--- src/rtl/edge_param_loader_if.sv ---
// Parameter-load write stream: the controller (master) offers one (context, edge)
// entry per cycle, and the loader (slave) accepts it on valid & ready.
interface edge_param_loader_if #(
  parameter int CW  = 1,
  parameter int EW  = 2,
  parameter int LBW = 2
);
  logic           load_valid;
  logic           load_ready;
  logic [CW-1:0]  load_context;
  logic [EW-1:0]  load_edge;
  logic [LBW-1:0] load_weight;
  logic [1:0]     load_bc;

  modport master (
    output load_valid, load_context, load_edge, load_weight, load_bc,
    input  load_ready
  );

  modport slave (
    input  load_valid, load_context, load_edge, load_weight, load_bc,
    output load_ready
  );
endinterface

--- src/rtl/edge_param_loader.sv ---
// Per-context weight / boundary-condition store feeding NUM_EDGES neighbor links.
// It presents the active context's entries and steps contexts in lockstep with the links.
module edge_param_loader #(
  parameter int MAX_WEIGHT   = 2,
  parameter int NUM_CONTEXTS = 2,
  parameter int NUM_EDGES    = 4,
  parameter int STAGE_WIDTH  = 3,
  parameter logic [STAGE_WIDTH-1:0] STAGE_IDLE               = STAGE_WIDTH'(0),
  parameter logic [STAGE_WIDTH-1:0] STAGE_PARAMETERS_LOADING = STAGE_WIDTH'(1),
  parameter logic [STAGE_WIDTH-1:0] STAGE_WRITE_TO_MEM       = STAGE_WIDTH'(2),
  localparam int LBW = $clog2(MAX_WEIGHT + 1),
  localparam int CW  = (NUM_CONTEXTS > 1) ? $clog2(NUM_CONTEXTS) : 1,
  localparam int EW  = (NUM_EDGES > 1) ? $clog2(NUM_EDGES) : 1
) (
  input  logic                      clk,
  input  logic                      reset,
  input  logic [STAGE_WIDTH-1:0]    global_stage,
  input  logic                      do_not_store,
  input  logic                      param_clear,
  edge_param_loader_if.slave        load,
  output logic [NUM_EDGES*LBW-1:0]  weight_out,
  output logic [NUM_EDGES*2-1:0]    boundary_condition_out,
  output logic [CW-1:0]             active_context,
  output logic                      all_loaded,
  output logic                      load_error
);

  logic [STAGE_WIDTH-1:0]                  stage;
  logic [LBW-1:0]                          weight_mem [NUM_CONTEXTS][NUM_EDGES];
  logic [1:0]                              bc_mem     [NUM_CONTEXTS][NUM_EDGES];
  logic [NUM_CONTEXTS-1:0][NUM_EDGES-1:0]  loaded;

  logic           load_ready;
  logic           accept;
  logic           in_range;
  logic           advance;
  logic [LBW-1:0] clamped_weight;
  logic [CW-1:0]  next_context;

  assign load_ready      = (stage == STAGE_PARAMETERS_LOADING);
  assign load.load_ready = load_ready;
  assign all_loaded      = &loaded;

  always_comb begin
    accept         = load.load_valid && load_ready;
    in_range       = (32'(load.load_context) < NUM_CONTEXTS) && (32'(load.load_edge) < NUM_EDGES);
    advance        = (stage == STAGE_WRITE_TO_MEM) && !do_not_store;
    clamped_weight = load.load_weight;
    if (32'(load.load_weight) > MAX_WEIGHT) begin
      clamped_weight = LBW'(MAX_WEIGHT);
    end
    next_context = active_context + 1'b1;
    if (active_context == CW'(NUM_CONTEXTS - 1)) begin
      next_context = '0;
    end
  end

  // Clear is applied first so a write landing in the same cycle still sets its bit / error.
  always_ff @(posedge clk or negedge reset) begin
    if (!reset) begin
      stage          <= STAGE_IDLE;
      active_context <= '0;
      loaded         <= '0;
      load_error     <= 1'b0;
    end else begin
      stage <= global_stage;
      if (param_clear) begin
        active_context <= '0;
      end else if (advance) begin
        active_context <= next_context;
      end
      if (param_clear) begin
        loaded     <= '0;
        load_error <= 1'b0;
      end
      if (accept) begin
        if (in_range) begin
          loaded[load.load_context][load.load_edge] <= 1'b1;
        end else begin
          load_error <= 1'b1;
        end
      end
    end
  end

  // Storage survives param_clear; only reset returns it to the "non-existent edge" default.
  always_ff @(posedge clk or negedge reset) begin
    if (!reset) begin
      for (int c = 0; c < NUM_CONTEXTS; c++) begin
        for (int e = 0; e < NUM_EDGES; e++) begin
          weight_mem[c][e] <= '0;
          bc_mem[c][e]     <= 2'b10;
        end
      end
    end else if (accept && in_range) begin
      weight_mem[load.load_context][load.load_edge] <= clamped_weight;
      bc_mem[load.load_context][load.load_edge]     <= load.load_bc;
    end
  end

  always_ff @(posedge clk or negedge reset) begin
    if (!reset) begin
      for (int e = 0; e < NUM_EDGES; e++) begin
        weight_out[e*LBW +: LBW]           <= '0;
        boundary_condition_out[e*2 +: 2]   <= 2'b10;
      end
    end else begin
      for (int e = 0; e < NUM_EDGES; e++) begin
        weight_out[e*LBW +: LBW]           <= weight_mem[active_context][e];
        boundary_condition_out[e*2 +: 2]   <= bc_mem[active_context][e];
      end
    end
  end

endmodule
--- src/flat_wrapper.sv ---
// flat-port wrapper written by rule: the top's interface ports become plain ports
module edge_param_loader_flat 
#(
  parameter int MAX_WEIGHT   = 2,
  parameter int NUM_CONTEXTS = 2,
  parameter int NUM_EDGES    = 4,
  parameter int STAGE_WIDTH  = 3,
  parameter logic [STAGE_WIDTH-1:0] STAGE_IDLE               = STAGE_WIDTH'(0),
  parameter logic [STAGE_WIDTH-1:0] STAGE_PARAMETERS_LOADING = STAGE_WIDTH'(1),
  parameter logic [STAGE_WIDTH-1:0] STAGE_WRITE_TO_MEM       = STAGE_WIDTH'(2),
  localparam int LBW = $clog2(MAX_WEIGHT + 1),
  localparam int CW  = (NUM_CONTEXTS > 1) ? $clog2(NUM_CONTEXTS) : 1,
  localparam int EW  = (NUM_EDGES > 1) ? $clog2(NUM_EDGES) : 1
)
  (clk, reset, global_stage, do_not_store, param_clear, weight_out, boundary_condition_out, active_context, all_loaded, load_error, load_load_valid, load_load_context, load_load_edge, load_load_weight, load_load_bc, load_load_ready);
  edge_param_loader_if load_i ();
  input  logic clk;
  input  logic reset;
  input  logic [STAGE_WIDTH-1:0] global_stage;
  input  logic do_not_store;
  input  logic param_clear;
  output logic [NUM_EDGES*LBW-1:0] weight_out;
  output logic [NUM_EDGES*2-1:0] boundary_condition_out;
  output logic [CW-1:0] active_context;
  output logic all_loaded;
  output logic load_error;
  input wire logic [$bits(load_i.load_valid)-1:0] load_load_valid;
  input wire logic [$bits(load_i.load_context)-1:0] load_load_context;
  input wire logic [$bits(load_i.load_edge)-1:0] load_load_edge;
  input wire logic [$bits(load_i.load_weight)-1:0] load_load_weight;
  input wire logic [$bits(load_i.load_bc)-1:0] load_load_bc;
  output wire logic [$bits(load_i.load_ready)-1:0] load_load_ready;
  assign load_i.load_valid = load_load_valid;
  assign load_i.load_context = load_load_context;
  assign load_i.load_edge = load_load_edge;
  assign load_i.load_weight = load_load_weight;
  assign load_i.load_bc = load_load_bc;
  assign load_load_ready = load_i.load_ready;
  edge_param_loader #(.MAX_WEIGHT(MAX_WEIGHT), .NUM_CONTEXTS(NUM_CONTEXTS), .NUM_EDGES(NUM_EDGES), .STAGE_WIDTH(STAGE_WIDTH), .STAGE_IDLE(STAGE_IDLE), .STAGE_PARAMETERS_LOADING(STAGE_PARAMETERS_LOADING), .STAGE_WRITE_TO_MEM(STAGE_WRITE_TO_MEM)) u_core (.clk(clk), .reset(reset), .global_stage(global_stage), .do_not_store(do_not_store), .param_clear(param_clear), .load(load_i), .weight_out(weight_out), .boundary_condition_out(boundary_condition_out), .active_context(active_context), .all_loaded(all_loaded), .load_error(load_error));
endmodule
--- config.mk ---
export PLATFORM = sky130hd
export DESIGN_NAME = edge_param_loader_flat
export DESIGN_NICKNAME = d
export VERILOG_FILES = /design/src/rtl/edge_param_loader_if.sv /design/src/rtl/edge_param_loader.sv /design/src/flat_wrapper.sv
export SDC_FILE = /design/constraint.sdc
export NUM_CORES = 1
export LEC_CHECK = 0
export ABC_AREA = 1
export BUFFER_PORTS_ARGS = -buffer_cell sky130_fd_sc_hd__buf_2
export CAP_MARGIN = 40
export CORE_MARGIN = 5
export CORE_UTILIZATION = 50
export DETAILED_ROUTE_END_ITERATION = 16
export PLACE_DENSITY = 0.75
export SLEW_MARGIN = 20
export SYNTH_ARGS = -nofsm -noshare
export SYNTH_HDL_FRONTEND = slang
export SYNTH_SLANG_ARGS = --single-unit
--- constraint.sdc ---
create_clock -name clk -period 1.2 [get_ports clk]
set_clock_uncertainty 0.05 [all_clocks]
set_input_delay 0.24 -clock clk [delete_from_list [all_inputs] [get_ports clk]]
set_output_delay 0.24 -clock clk [all_outputs]
set_load 0.01 [all_outputs]
==> out/qor.csv <==
metric,value,unit
r2r_cells,9,
worst-setup-path-type,flip-flop to flip-flop,
path_delay_family,buffers and inverters,
hold_viol,0,
clk_pin_slew,0.06,ns
io_pins,35,
layout.cells.non_filler,399,
startpoint_type,flip-flop,
grt_pass1_vias,2137,
antenna_cells,0,
post_drt_via_cell_ratio,5.273,
grtUsageTotal,21.80,%
timing.final.ws_setup,-0.2726,ns
hp-class,input port to flip-flop,
rows,25,
routedWlPerCell,15.58,microns
drtIter0Drc,196,
worstSkewPairLatency,0.34,ns
vdd_drop_max,0.9723,mV
grt-ovfl-total,0,
area_growth,39.68,%
io_buffers,33,
layout_commonest_cell,nand2_1,
cts_made_buffers,9,
die_y,79.28,microns
syn_inst,271,
grt_max_degree,61,
synth_seq_cells,60,
vias,2104,
cts_buffer_depth,2,
post-route-min-period,1.473,ns
antenna_found_initial,0,
cts_tree,built,
drive_gt1_share,38.55,%
cpMostUsedCell,buf_6,
ys_seq_area_share,63.19,%
rsz0062_at_grt,true,
max_freq,679.1,MHz
status,"complete, but fails checks",
avgSynthCellArea,8.855,sq um
critPathMaxStageDelay,0.41,ns
crit_path_cell_trace,"inv_2, nand3_4, buf_6, nor2_4, buf_6, buf_12, buf_8, nand3_1, nand2_1",
initial_core_util,51.15,%
dp_hpwl,3508,microns
die-area,0.006285,sq mm
final_area,0.003352,sq mm
cts-root-buf,clkbuf_8,
wirelength,6217,microns
place_area,0.002759,sq mm
antenna_left,0,
cts.sinks,60,
slew_headroom,45.44,%
setup_viol,46,
critPathBufInv,5,
grt_pass1_wl,10110,microns
violations,negative setup slack,
power.leakage,1.861,nW
netlist_area,0.002400,sq mm
hold_depth,3,
n_fill_cell,340,
drc,0,
dpl_worst_slack,-0.1803,ns
dpl.cell_count,367,
h-tree-depth,3,
layout_common_cells,"nand2_1, dfrtp_1, buf_2",
core,0.004692,sq mm
worst_path_max_delay_cell,dfrtp_1,
drtPass1Iterations,5,
synth_cell_types,16,
cp_num_cells,9,
critPathArrivalTime,1.70,ns
cp.required,1.43,ns
gp_congestion,0.7984,
synth_nets,286,
powerDensity,1411,mW/mm^2
finalMaxSlewViolations,0,
fin_util,71.44,%
fin_nets,355,
ys_warn_count,0,
cap_violations,0,
worstMarginPinSlew,0.8154,ns
dieWidth,79.28,microns
min_period_over_period,122.7,%
crit_path_max_fanout,8,
critPathCaptureType,flip-flop,
==> Yosys cell counts, drive strengths merged <==
cell,number,area (sq um)
dfrtp,48,1201
nor2,8,30.03
nor3,6,55.05
inv,9,33.78
dfstp,12,315.3
nand4,2,12.51
conb,1,3.750
buf,6,32.53
clkinv,1,3.750
clkbuf,5,18.77
nand2,138,518.0
nand3,34,170.2
a21oi,1,5.000
==> final timing paths <==
path                              startpoint                   end  slack, ns
setup / recovery             u_core.stage[2]     u_core.bc_mem[14]      -0.27
hold / removal               load_load_bc[1]      u_core.bc_mem[3]       0.16
setup reg to reg             u_core.stage[2]     u_core.bc_mem[14]      -0.27
hold reg to reg            u_core.bc_mem[15]     u_core.bc_mem[15]       0.41
max in group asynchronous              reset      u_core.bc_mem[5]       0.42
min in group asynchronous              reset  u_core.weight_out[7]       0.39
==> stage by stage <==
step           hold WS, ns  TNS, ns  power [mW]
6_report            0.1590   -9.955       4.729
5_1_grt             0.1558   -12.35       4.975
4_1_cts             0.1464   -8.138       4.717
3_5_place_dp        0.2192   -4.804       2.905
3_3_place_gp        0.2193   -1.370       2.887
2_1_floorplan      -0.1056        0       2.656
==> worst register-to-register path, cell delays in order (launching register included) <==
cell,delay [ns]
dfrtp_1,0.41
inv_2,0.08
nand3_4,0.08
buf_6,0.13
nor2_4,0.12
buf_6,0.12
buf_12,0.14
buf_8,0.13
nand3_1,0.06
nand2_1,0.08
==> power by group <==
part	leakage [nW]	switching, mW	internal (mW)
clock network	0.0997	0.745	0.974
registers	0.767	0.113	2.28
logic	0.994	0.348	0.270
==> registers in the layout, indices dropped and copies added (netlist names) <==
signal	flops
u_core.active_context	1
u_core.bc_mem	16
u_core.boundary_condition_out	8
u_core.loaded	8
u_core.stage	3
u_core.weight_mem	16
u_core.weight_out	8
==> logic make-up after synthesis <==
group | synth area share [%]
compound gates | 0.2084
buf+inv | 3.702
flops | 63.19
other cells | 0.1563
simple gates | 32.74
==> metal layers <==
| metal | share of wire, % | vias up | GRT usage (%) |
|---|---|---|---|
| met2 | 50 | 68 | 34.51 |
| met3 | 5.5 | 29 | 6.463 |
| li1 | - | 981 | - |
| met5 | 0 | - | 0 |
| met4 | 3.7 | 0 | 12.20 |
| met1 | 41 | 1026 | 26.59 |
==> timing repair <==
action | 4_1_cts | 5_1_grt
setup endpoints to repair | 47 | 47
resized for setup | 34 | 30
pin swaps | 7 | 20
gates cloned | 2 | 0
setup buffers | 8 | 3
hold endpoints to repair | 51 | 0
hold buffers | 4 | 0
==> final cells by class <==
class / count / area [sq um] / share of cell area [%]
well taps: 54 / 67.56 / 2.016
clock inverters: 1 / 5.005 / 0.1493
repair buffers: 69 / 571.8 / 17.06
inverters: 10 / 37.54 / 1.120
multi-input cells: 190 / 967.2 / 28.85
flip-flops and latches: 60 / 1516 / 45.24
clock buffers: 15 / 186.4 / 5.562
Power figures use the tool's default switching activity.
